[src/rtl/lsb_first_serializer.sv]
//------------------------------------------------------------------------------
// Module      : lsb_first_serializer
// Description : Parallel-to-serial converter, LSB first, with a one-cycle
//               frame_start pulse ahead of every word for a downstream
//               serial two's complementer.
// Revision    : 1.0 - initial release
//------------------------------------------------------------------------------
`default_nettype none

module lsb_first_serializer #(
    parameter int WIDTH = 8
) (
    input  logic             clk,
    input  logic             areset,
    input  logic [WIDTH-1:0] in_data,
    input  logic             in_valid,
    output logic             in_ready,
    output logic             x,
    output logic             x_valid,
    output logic             frame_start,
    output logic             busy
);

    localparam int             CW   = $clog2(WIDTH);
    localparam logic [CW-1:0]  LAST = CW'(WIDTH - 1);

    typedef enum logic [1:0] {
        IDLE  = 2'd0,
        CLEAR = 2'd1,
        SHIFT = 2'd2
    } state_t;

    state_t           state_q, state_d;
    logic [WIDTH-1:0] shreg_q, shreg_d;
    logic [CW-1:0]    count_q, count_d;
    logic             w_last;
    logic             w_hs;

    assign w_last      = (state_q == SHIFT) && (count_q == LAST);
    // Reset gates ready so a word offered during reset is never taken.
    assign in_ready    = !areset && ((state_q == IDLE) || w_last);
    assign w_hs        = in_valid && in_ready;

    assign x_valid     = (state_q == SHIFT);
    assign x           = (state_q == SHIFT) && shreg_q[0];
    assign frame_start = (state_q == CLEAR);
    assign busy        = (state_q == CLEAR) || (state_q == SHIFT);

    always_comb begin
        state_d = state_q;
        shreg_d = shreg_q;
        count_d = count_q;
        case (state_q)
            IDLE: begin
                if (w_hs) begin
                    state_d = CLEAR;
                    shreg_d = in_data;
                end
            end
            CLEAR: begin
                state_d = SHIFT;
                count_d = '0;
            end
            SHIFT: begin
                shreg_d = shreg_q >> 1;
                count_d = count_q + CW'(1);
                if (w_last) begin
                    count_d = '0;
                    if (w_hs) begin
                        state_d = CLEAR;
                        shreg_d = in_data;
                    end else begin
                        state_d = IDLE;
                    end
                end
            end
            default: begin
                state_d = IDLE;
            end
        endcase
    end

    always_ff @(posedge clk) begin
        if (areset) begin
            state_q <= IDLE;
            shreg_q <= '0;
            count_q <= '0;
        end else begin
            state_q <= state_d;
            shreg_q <= shreg_d;
            count_q <= count_d;
        end
    end

endmodule

`default_nettype wire

[config.mk]
export PLATFORM = sky130hd
export DESIGN_NAME = lsb_first_serializer
export DESIGN_NICKNAME = d
export VERILOG_FILES = /design/src/rtl/lsb_first_serializer.sv
export SDC_FILE = /design/constraint.sdc
export NUM_CORES = 1
export LEC_CHECK = 0
export ABC_AREA = 1
export BUFFER_PORTS_ARGS = -buffer_cell sky130_fd_sc_hd__buf_2
export CORE_UTILIZATION = 35
export DETAILED_ROUTE_END_ITERATION = 16
export REMOVE_ABC_BUFFERS = 1
export SYNTH_ARGS = -nofsm -noshare
export SYNTH_HDL_FRONTEND = slang
export SYNTH_SLANG_ARGS = --single-unit
[constraint.sdc]
create_clock -name clk -period 1.8 [get_ports clk]
set_input_delay 0.18 -clock clk [delete_from_list [all_inputs] [get_ports clk]]
set_output_delay 0.18 -clock clk [all_outputs]
set_load 0.005 [all_outputs]
==> impl_metrics.toml, run 1 <==
[run_status]
status = "completed"

[finish]
final_core_util = 0.4411
antenna_cells = 0
layout.nets = 143
area_growth_pct = 13.59
drive_gt1_frac = 0.2320
instances_no_fill = 152
fin_area_um2 = 909.6

[routing]
dr.pass1.iters = 4
via_per_inst = 4.612
drt-total-wl_um = 1507
vias = 701
ant_nets = 0
wl_per_cell_um = 9.914
first_iter_violations = 4
drc = 0

[yosys]
synth.most_common_cell = "nand2_1"
synth-async-reset-ratio = 0
ys_warn_count = 0
synth_area_leader_cell = "dfxtp_1"
ys_seq_area_frac = 0.3250
yosys.area.top_type_share = 0.3250
syn_avg_cell_area_um2 = 7.415
syn_area_um2 = 800.8
ys_seq_elements = 13
yosys.cell_types.count = 19
synth_area_leaders = "dfxtp_1 (33%), nand2_1 (11%), inv_1 (9.8%)"
yosys_most_used_dff = "dfxtp_1"
syn_inst = 108
synth_common_cells = "nand2_1 (23), inv_1 (21), nand3_1 (15)"
synth_edf_count = 0

[cts]
tritoncts = "built"
postCtsHoldBufs = 0
root_buffer = "clkbuf_4"
insertion_delay_ns = 0.27
max-clock-path-buffers = 2
htree_levels = 1
cts-resized-gates = 0
path_clk_slew_ns = 0.08
cts_made_buffers = 3
cts_setup_buffers = 0
clock-sinks = 13

[floorplan]
start_util = 0.3883
fp.dieH_um = 49.83
core_um2 = 2062
fp.dieW_um = 49.83
rows = 16
dieArea_um2 = 2483
ios = 16

[sta]
finalSetupViolCount = 0
drv_slew = 0
rsz0062_at_grt = "no"
fmax_mhz = 602.9
tightest_slew_ns = 0.3928
hold_violations = 0
fin_tns_setup_ns = 0
worst_slack_ns = 0.1414
skew_ns = 0.002594
finalCritPeriodShare = 0.9214
slew_headroom = 0.7372
fin_crit_ns = 1.659
whs_ns = 0.1495

[hold_path]
whs_path_depth = 3
hold_end = "shreg_q[7]"
holdCritStartpoint = "in_data[7]"
hp-class = "primary input to register"

[placed_design]
dpl.cell_count = 148
io_buffers = 15
gp_congestion = 0.7852
dpl_cell_area_um2 = 883.3
place_ws_ns = 0.3008
dp_hpwl_um = 1152

[critical_path]
required_ns = 1.62
r2r_slack_ns = 0.28
worst-setup-path-type = "register to output port"
cp_top_family = "adder cells"
reg2reg_depth = 10
cp-start-kind = "register"
cp_slowest_cell = "dfxtp_1"
crit_path_max_incr_delay_ns = 0.36
arrival_ns = 1.48
path_cells = "ha_1, ha_1, nand2_1, a21oi_1, buf_2"
crit_path_max_fanout = 3
crit_buf_inv = 1
path_common_cell = "ha_1"
r2r_end = "shreg_q[6]"
cp-end-kind = "output port"
reg2reg_from = "count_q[0]"

[global_route]
grt_pass1_vias = 603
gr-total-overflow = 0
grt_pass1_wl_um = 2470
grtUsageMet3 = 0.06481
grt_max_degree = 17
antenna_found_initial = 0
grt-busiest-layer = "met2"
grtUsageMet1 = 0.1497
grt_use_met2 = 0.2162
track_usage = 0.1326

[flow_run]
maxCapViolCount = 0

[power_and_ir_drop]
leakage_nw = 0.4998
peakVddDrop_mv = 0.4993
p_per_area_nw_per_um2 = 979.6
p_total_mw = 0.8911
[layer usage]
metal / routed length (µm) / vias to the layer above
li1: - / 373
met1: 723 / 310
met2: 687 / 16
met3: 84 / 2
met4: 10 / 0
met5: 0 / -
[sequential cells by signal (all words and copies together), names as in the netlist]
name	cells
shreg_q	8
count_q	3
state_q	2
[cell families (layout without fill, tap and decap cells)]
| kind of cell | after synthesis | count (layout) | synth area share |
|---|---|---|---|
| buffers and inverters | 26 | 43 | 0.1531 |
| AO/OA/AOI/OAI | 19 | 19 | 0.1453 |
| flip-flops | 13 | 13 | 0.3250 |
| AND/OR/NAND/NOR | 44 | 44 | 0.2828 |
| adder cells (fa/ha/maj) | 6 | 6 | 0.09375 |
[placed cells by master, fill, tap and decap left out, drive strengths merged]
cell type  netlist  layout
clkbuf           0       4
nand3           15      15
nor2             1       1
buf              3      16
ha               6       6
inv             23      23
o21a             1       1
a21oi            7       7
nand4            2       2
nand2           25      25
or2              1       1
dfxtp           13      13
o21ai           11      11
[worst max path at each step]
stage / endpoint / slack, ns / depth (start not counted) / start
after floorplan: shreg_q[1] / 0.25 / 9 / state_q[0]
after global placement: shreg_q[1] / 0.34 / 10 / count_q[0]
after detailed placement: shreg_q[5] / 0.30 / 10 / count_q[0]
after CTS: in_ready / 0.14 / 5 / count_q[0]
after global routing: in_ready / 0.06 / 5 / count_q[0]
final: in_ready / 0.14 / 5 / count_q[0]
[worst reg2reg max path, delay by kind of cell (launching register included)]
family        cells  cell delay (ns)
flops             1             0.36
buf+inv           1             0.04
simple gates      7             0.67
fa+ha+maj         2             0.39
[layout make-up]
cell class | instances | area [µm²]
Clock buffer | 4 | 26.28
Timing Repair Buffer | 16 | 82.58
Sequential cell | 13 | 260.3
Fill cell | 216 | 1152
Tap cell | 27 | 33.78
Multi-Input combinational cell | 69 | 417.9
Inverter | 23 | 88.84
[power by group]
group          switching (mW)  internal [mW]
sequential             0.0293          0.335
combinational           0.211          0.134
clock                  0.0964         0.0859
total                   0.337          0.554
No activity file was read; power rests on OpenSTA's default activity.
==> run 2: changes to the inputs <==
--- a/config.mk
+++ b/config.mk
@@ -5,8 +5,7 @@
 export SDC_FILE = /design/constraint.sdc
 export NUM_CORES = 1
 export LEC_CHECK = 0
-export ABC_AREA = 1
-export BUFFER_PORTS_ARGS = -buffer_cell sky130_fd_sc_hd__buf_2
+export BUFFER_PORTS_ARGS = -buffer_cell sky130_fd_sc_hd__buf_4
 export CORE_UTILIZATION = 35
 export DETAILED_ROUTE_END_ITERATION = 16
 export REMOVE_ABC_BUFFERS = 1
==> impl_metrics.toml, run 2 <==
[power_and_ir_drop]
p_comb_frac = 0.202
internal_power_mw = 0.4554
peakVddDrop_mv = 0.4187
p_switching_mw = 0.1712
p_total_mw = 0.6265
seq_power_share = 0.502
pwr-share-clk = 0.296
leakage_nw = 0.3633
p_sw_frac = 0.2732
p_per_area_nw_per_um2 = 660.6

[critical_path]
crit_path_max_fanout = 9
cp-start-kind = "register"
r2r_slack_ns = 0.16
reg2reg_from = "state_q[1]"
required_ns = 2.00
arrival_ns = 1.83
worst-setup-path-type = "register to register"
path_cells = "inv_1, ha_1, and3b_1, or2_4, a311oi_2"
cp-end-kind = "register"
cp_slowest_cell = "dfxtp_1"
crit_path_max_incr_delay_ns = 0.40
cp_top_family = "simple AND/OR/NAND/NOR gates"
reg2reg_depth = 5
crit_buf_inv = 1
r2r_end = "shreg_q[4]"

[cts]
htree_levels = 1
cts_made_buffers = 3
max-clock-path-buffers = 2
clock-sinks = 13
path_clk_slew_ns = 0.08
tritoncts = "built"
insertion_delay_ns = 0.28
root_buffer = "clkbuf_4"

[finish]
largest_register = "shreg_q"
layout.nets = 122
most-common-layout-cells = "buf_4 (17), dfxtp_1 (13), nand3_1 (10), o21ai_0 (9)"
final_common_cell = "buf_4"
antenna_cells = 0
largest_register_ffs = 8
final_core_util = 0.4600
area_growth_pct = 18.07
reg.largest.list = "shreg_q x8, count_q x3, state_q x2"
drive_gt1_frac = 0.2885

[placed_design]
io_buffers = 15
dp_hpwl_um = 1204
place_ws_ns = 0.1085
gp_congestion = 0.7873

[yosys]
synth_area_leaders = "dfxtp_1 (32%), a311oi_2 (11%), ha_1 (9.3%)"
syn_area_um2 = 803.3
synth_fa_ha_area_frac = 0.09346
synth.most_common_cell = "dfxtp_1"
ys_seq_elements = 13
yosys.cell_types.count = 23
syn_inst = 89
synth_compound_area_frac = 0.2227
yosys_most_used_dff = "dfxtp_1"
yosys.area_share.simple = 0.2570
yosys.area.top_type_share = 0.3240
synth-async-reset-ratio = 0
synth_common_cells = "dfxtp_1 (13), nand3_1 (10), o21ai_0 (9)"
synth_top_family_by_area = "simple AND/OR/NAND/NOR gates"
synth_mux_area_frac = 0.02804
synth_xor_area_frac = 0
ys_seq_area_frac = 0.3240
ys_warn_count = 0
synth_edf_count = 0
syn_avg_cell_area_um2 = 9.026
synth_area_leader_cell = "dfxtp_1"

[hold_path]
hp-class = "primary input to register"
hold_end = "shreg_q[7]"
holdCritStartpoint = "in_data[7]"
whs_path_depth = 3

[sta]
fin_tns_setup_ns = 0
worst_slack_ns = 0.1637
drv_slew = 0
slew_headroom = 0.7610
rsz0062_at_grt = "no"
finalSetupViolCount = 0
fin_crit_ns = 1.636
hold_violations = 0
finalCritPeriodShare = 0.9090
fmax_mhz = 611.1
tightest_slew_ns = 0.3577
skew_ns = 0.002833

[global_route]
grt_max_degree = 19
antenna_found_initial = 0
grt_pass1_vias = 651
gr-total-overflow = 0
track_usage = 0.1523
grt_pass1_wl_um = 2835

[routing]
dr.pass1.iters = 4
ant_nets = 0
drt-total-wl_um = 1679
vias = 707
first_iter_violations = 22
wl_per_cell_um = 12.82
via_per_inst = 5.397
drc = 0

[floorplan]
ios = 16
core_um2 = 2062
dieArea_um2 = 2491
rows = 16
start_util = 0.3896
fp.dieH_um = 49.91
fp.dieW_um = 49.91

[run_status]
status = "completed"

[flow_run]
maxCapViolCount = 0
## run 2: logic make-up (layout without fill, tap and decap cells)
kind of cell,after synthesis,after routing
muxes,2,2
and+or+nand+nor,35,35
DFF,13,13
buffers and inverters,10,25
AOI/OAI and AO/OA,23,23
adders and majority gates,6,6
## run 2: how the worst max path moves through the flow
stage               startpoint    endpoint  slack [ns]  depth (start not counted)
floorplan           state_q[0]  shreg_q[1]        0.07                          5
global placement    state_q[0]  shreg_q[6]        0.18                          5
detailed placement  state_q[0]  shreg_q[3]        0.11                          5
CTS                 state_q[1]  shreg_q[3]        0.07                          5
global route        state_q[1]  shreg_q[3]        0.04                          5
finish              state_q[1]  shreg_q[4]        0.16                          5
## run 2: power groups by stage
stage	clock network (mW)	registers, mW	logic, mW
after detailed placement	0	0.321	0.124
after floorplan	0	0.318	0.0771
after global routing	0.210	0.317	0.140
after CTS	0.196	0.314	0.125
after global placement	0	0.321	0.124
final	0.185	0.315	0.127
## run 2: final cells by class
class / instances / area [µm²]
multi-input cells: 66 / 485.5
inverters: 4 / 15.01
repair buffers: 17 / 127.6
well taps: 27 / 33.78
clock buffers: 4 / 26.28
fillers: 199 / 1114
flip-flops and latches: 13 / 260.3
## run 2: metrics by stage
stage | cells | cell area [µm²] | hold WS [ns]
floorplan | 83 | 758.2 | 0.2479
global placement | 127 | 919.6 | 0.4560
detailed placement | 127 | 919.6 | 0.4599
CTS | 131 | 945.9 | 0.1543
global route | 131 | 948.4 | 0.1657
finish | 131 | 948.4 | 0.1635
## run 2: layer usage
metal  track usage  share of wire  vias up  wire (µm)
met5             0              0        -          0
met2        0.2477           0.46       27        775
met4       0.05714          0.014        0         23
met1        0.1860           0.45      319        752
met3       0.04630          0.075        4        126
li1              -              -      357          -
## run 2: what timing repair did
item,in CTS,in global routing
gates resized for setup,0,1
endpoints found under the setup margin,0,5
hold buffers,0,0
setup buffers,0,0
## run 2: worst reg2reg max path: cells and delay by family, from the launching register on
kind            cells  cell delay [ns]
buf+inv             1             0.08
flops               1             0.40
simple gates        2             0.62
compound gates      1             0.21
fa+ha+maj           1             0.24
==> run 3: changes to the inputs <==
--- a/config.mk
+++ b/config.mk
@@ -6,8 +6,12 @@
 export NUM_CORES = 1
 export LEC_CHECK = 0
 export BUFFER_PORTS_ARGS = -buffer_cell sky130_fd_sc_hd__buf_4
+export CELL_PAD_IN_SITES_DETAIL_PLACEMENT = 0
+export CELL_PAD_IN_SITES_GLOBAL_PLACEMENT = 1
 export CORE_UTILIZATION = 35
 export DETAILED_ROUTE_END_ITERATION = 16
+export MAX_ROUTING_LAYER = met4
+export PLACE_DENSITY_LB_ADDON = 0.1
 export REMOVE_ABC_BUFFERS = 1
 export SYNTH_ARGS = -nofsm -noshare
 export SYNTH_HDL_FRONTEND = slang
==> constraint.sdc (replaced) <==
create_clock -name clk -period 1.6 [get_ports clk]
set_input_delay 0.16 -clock clk [delete_from_list [all_inputs] [get_ports clk]]
set_output_delay 0.16 -clock clk [all_outputs]
set_load 0.005 [all_outputs]
==> impl_metrics.toml, run 3 (same netlist as run 2, synthesis figures left out) <==
[power_and_ir_drop]
p_per_area_nw_per_um2 = 705.8
seq_power_share = 0.487
pwr-share-clk = 0.294
p_switching_mw = 0.2013
p_total_mw = 0.7250
internal_power_mw = 0.5237
leakage_nw = 0.3868
p_sw_frac = 0.2777
peakVddDrop_mv = 0.4279
p_comb_frac = 0.219

[floorplan]
rows = 16
dieArea_um2 = 2491
fp.dieW_um = 49.91
start_util = 0.3896
ios = 16
core_um2 = 2062
fp.dieH_um = 49.91

[critical_path]
crit_path_max_incr_delay_ns = 0.33
startpoint = "state_q[0]"
crit_path_max_fanout = 5
worst-setup-path-type = "register to output port"
cp_slowest_cell = "dfxtp_1"
required_ns = 1.44
cp-start-kind = "register"
path_common_cell = "buf_4"
cp-end-kind = "output port"
path_cells = "inv_1, ha_2, buf_4, a21oi_1, nor2_1, buf_4"
reg2reg_from = "count_q[0]"
arrival_ns = 1.35

[cts]
insertion_delay_ns = 0.28
root_buffer = "clkbuf_4"
postCtsHoldBufs = 0
htree_levels = 1
clock-sinks = 13
max-clock-path-buffers = 2
path_clk_slew_ns = 0.08
cts_made_buffers = 3
tritoncts = "built"

[sta]
tightest_slew_ns = 0.3206
finalSetupViolCount = 0
fmax_mhz = 662.7
fin_crit_ns = 1.509
hold_violations = 0
skew_ns = 0.001246
drv_slew = 0
finalCritPeriodShare = 0.9432
rsz0062_at_grt = "no"
fin_tns_setup_ns = 0
slew_headroom = 0.7856

[routing]
ant_nets = 0
vias = 718
via_per_inst = 5.241
dr.pass1.iters = 4
drt-total-wl_um = 1897
first_iter_violations = 11
wl_per_cell_um = 13.85
drc = 0

[global_route]
gr-total-overflow = 0
grt_pass1_vias = 652
grt_max_degree = 13
antenna_found_initial = 0
track_usage = 0.1834
grt_pass1_wl_um = 3243

[hold_path]
holdCritStartpoint = "areset"
hp-class = "primary input to register"

[finish]
final_core_util = 0.4982
most-common-layout-cells = "buf_4 (23), dfxtp_1 (12), nand3_1 (10), o21ai_0 (8), a21oi_1 (7)"
largest_register = "shreg_q"
layout.nets = 128
area_growth_pct = 27.88
largest_register_ffs = 8
final_common_cell = "buf_4"
drive_gt1_frac = 0.4091
fin_area_um2 = 1027
instances_no_fill = 137
antenna_cells = 0
reg.largest.list = "shreg_q x8, count_q x3, state_q x2"

[placed_design]
gp_congestion = 0.7710
io_buffers = 15
dpl_cell_area_um2 = 964.7
dp_hpwl_um = 1416
dpl.cell_count = 133

[run_status]
status = "completed"

[flow_run]
maxCapViolCount = 0
run 3: path summary, 6_finish.rpt:
check | endpoint | slack (ns) | cells past startpoint
hold / removal | state_q[0] | 0.09 | 2
setup reg to reg | shreg_q[6] | 0.13 | 5
setup / recovery | in_ready | 0.09 | 6
hold reg to reg | count_q[1] | 0.48 | 2
run 3: routing by layer:
metal / wire [µm] / GRT usage / vias up
met4: 13 / 0.04286 / 0
met1: 1031 / 0.2584 / 336
li1: - / - / 369
met2: 787 / 0.2523 / 11
met5: 0 / - / -
met3: 64 / 0.05556 / 2
run 3: repair_timing:
item,CTS,global route
endpoints found under the hold margin,0,0
gates resized for setup,1,11
setup buffers,0,0
endpoints found under the setup margin,4,10
pin swaps,0,1
run 3: area by class of cell:
type	instances	area (µm²)
multi-input cells	66	514.2
fillers	203	1035
repair buffers	23	172.7
flip-flops and latches	13	261.5
well taps	27	33.78
inverters	4	18.77
clock buffers	4	26.28
run 3: per-stage QoR:
stage | setup WS (ns) | hold WS (ns)
floorplan | -0.1277 | 0.2279
global placement | 0.05697 | 0.3834
detailed placement | -0.004431 | 0.3885
CTS | 0.004321 | 0.08359
global route | 0.004649 | 0.08801
finish | 0.09092 | 0.08979
run 3: power by group through the flow:
stage	registers (mW)	logic, mW	clock network, mW
2_1_floorplan	0.357	0.0867	0
3_3_place_gp	0.359	0.152	0
3_5_place_dp	0.360	0.153	0
4_1_cts	0.352	0.156	0.222
5_1_grt	0.355	0.177	0.238
6_report	0.353	0.159	0.213
run 3: critical path, delay by kind of cell, from the launching register on:
family          cells  cell delay (ns)
simple gates        1             0.05
fa+ha+maj           1             0.20
flops               1             0.33
compound gates      1             0.13
buf+inv             3             0.35
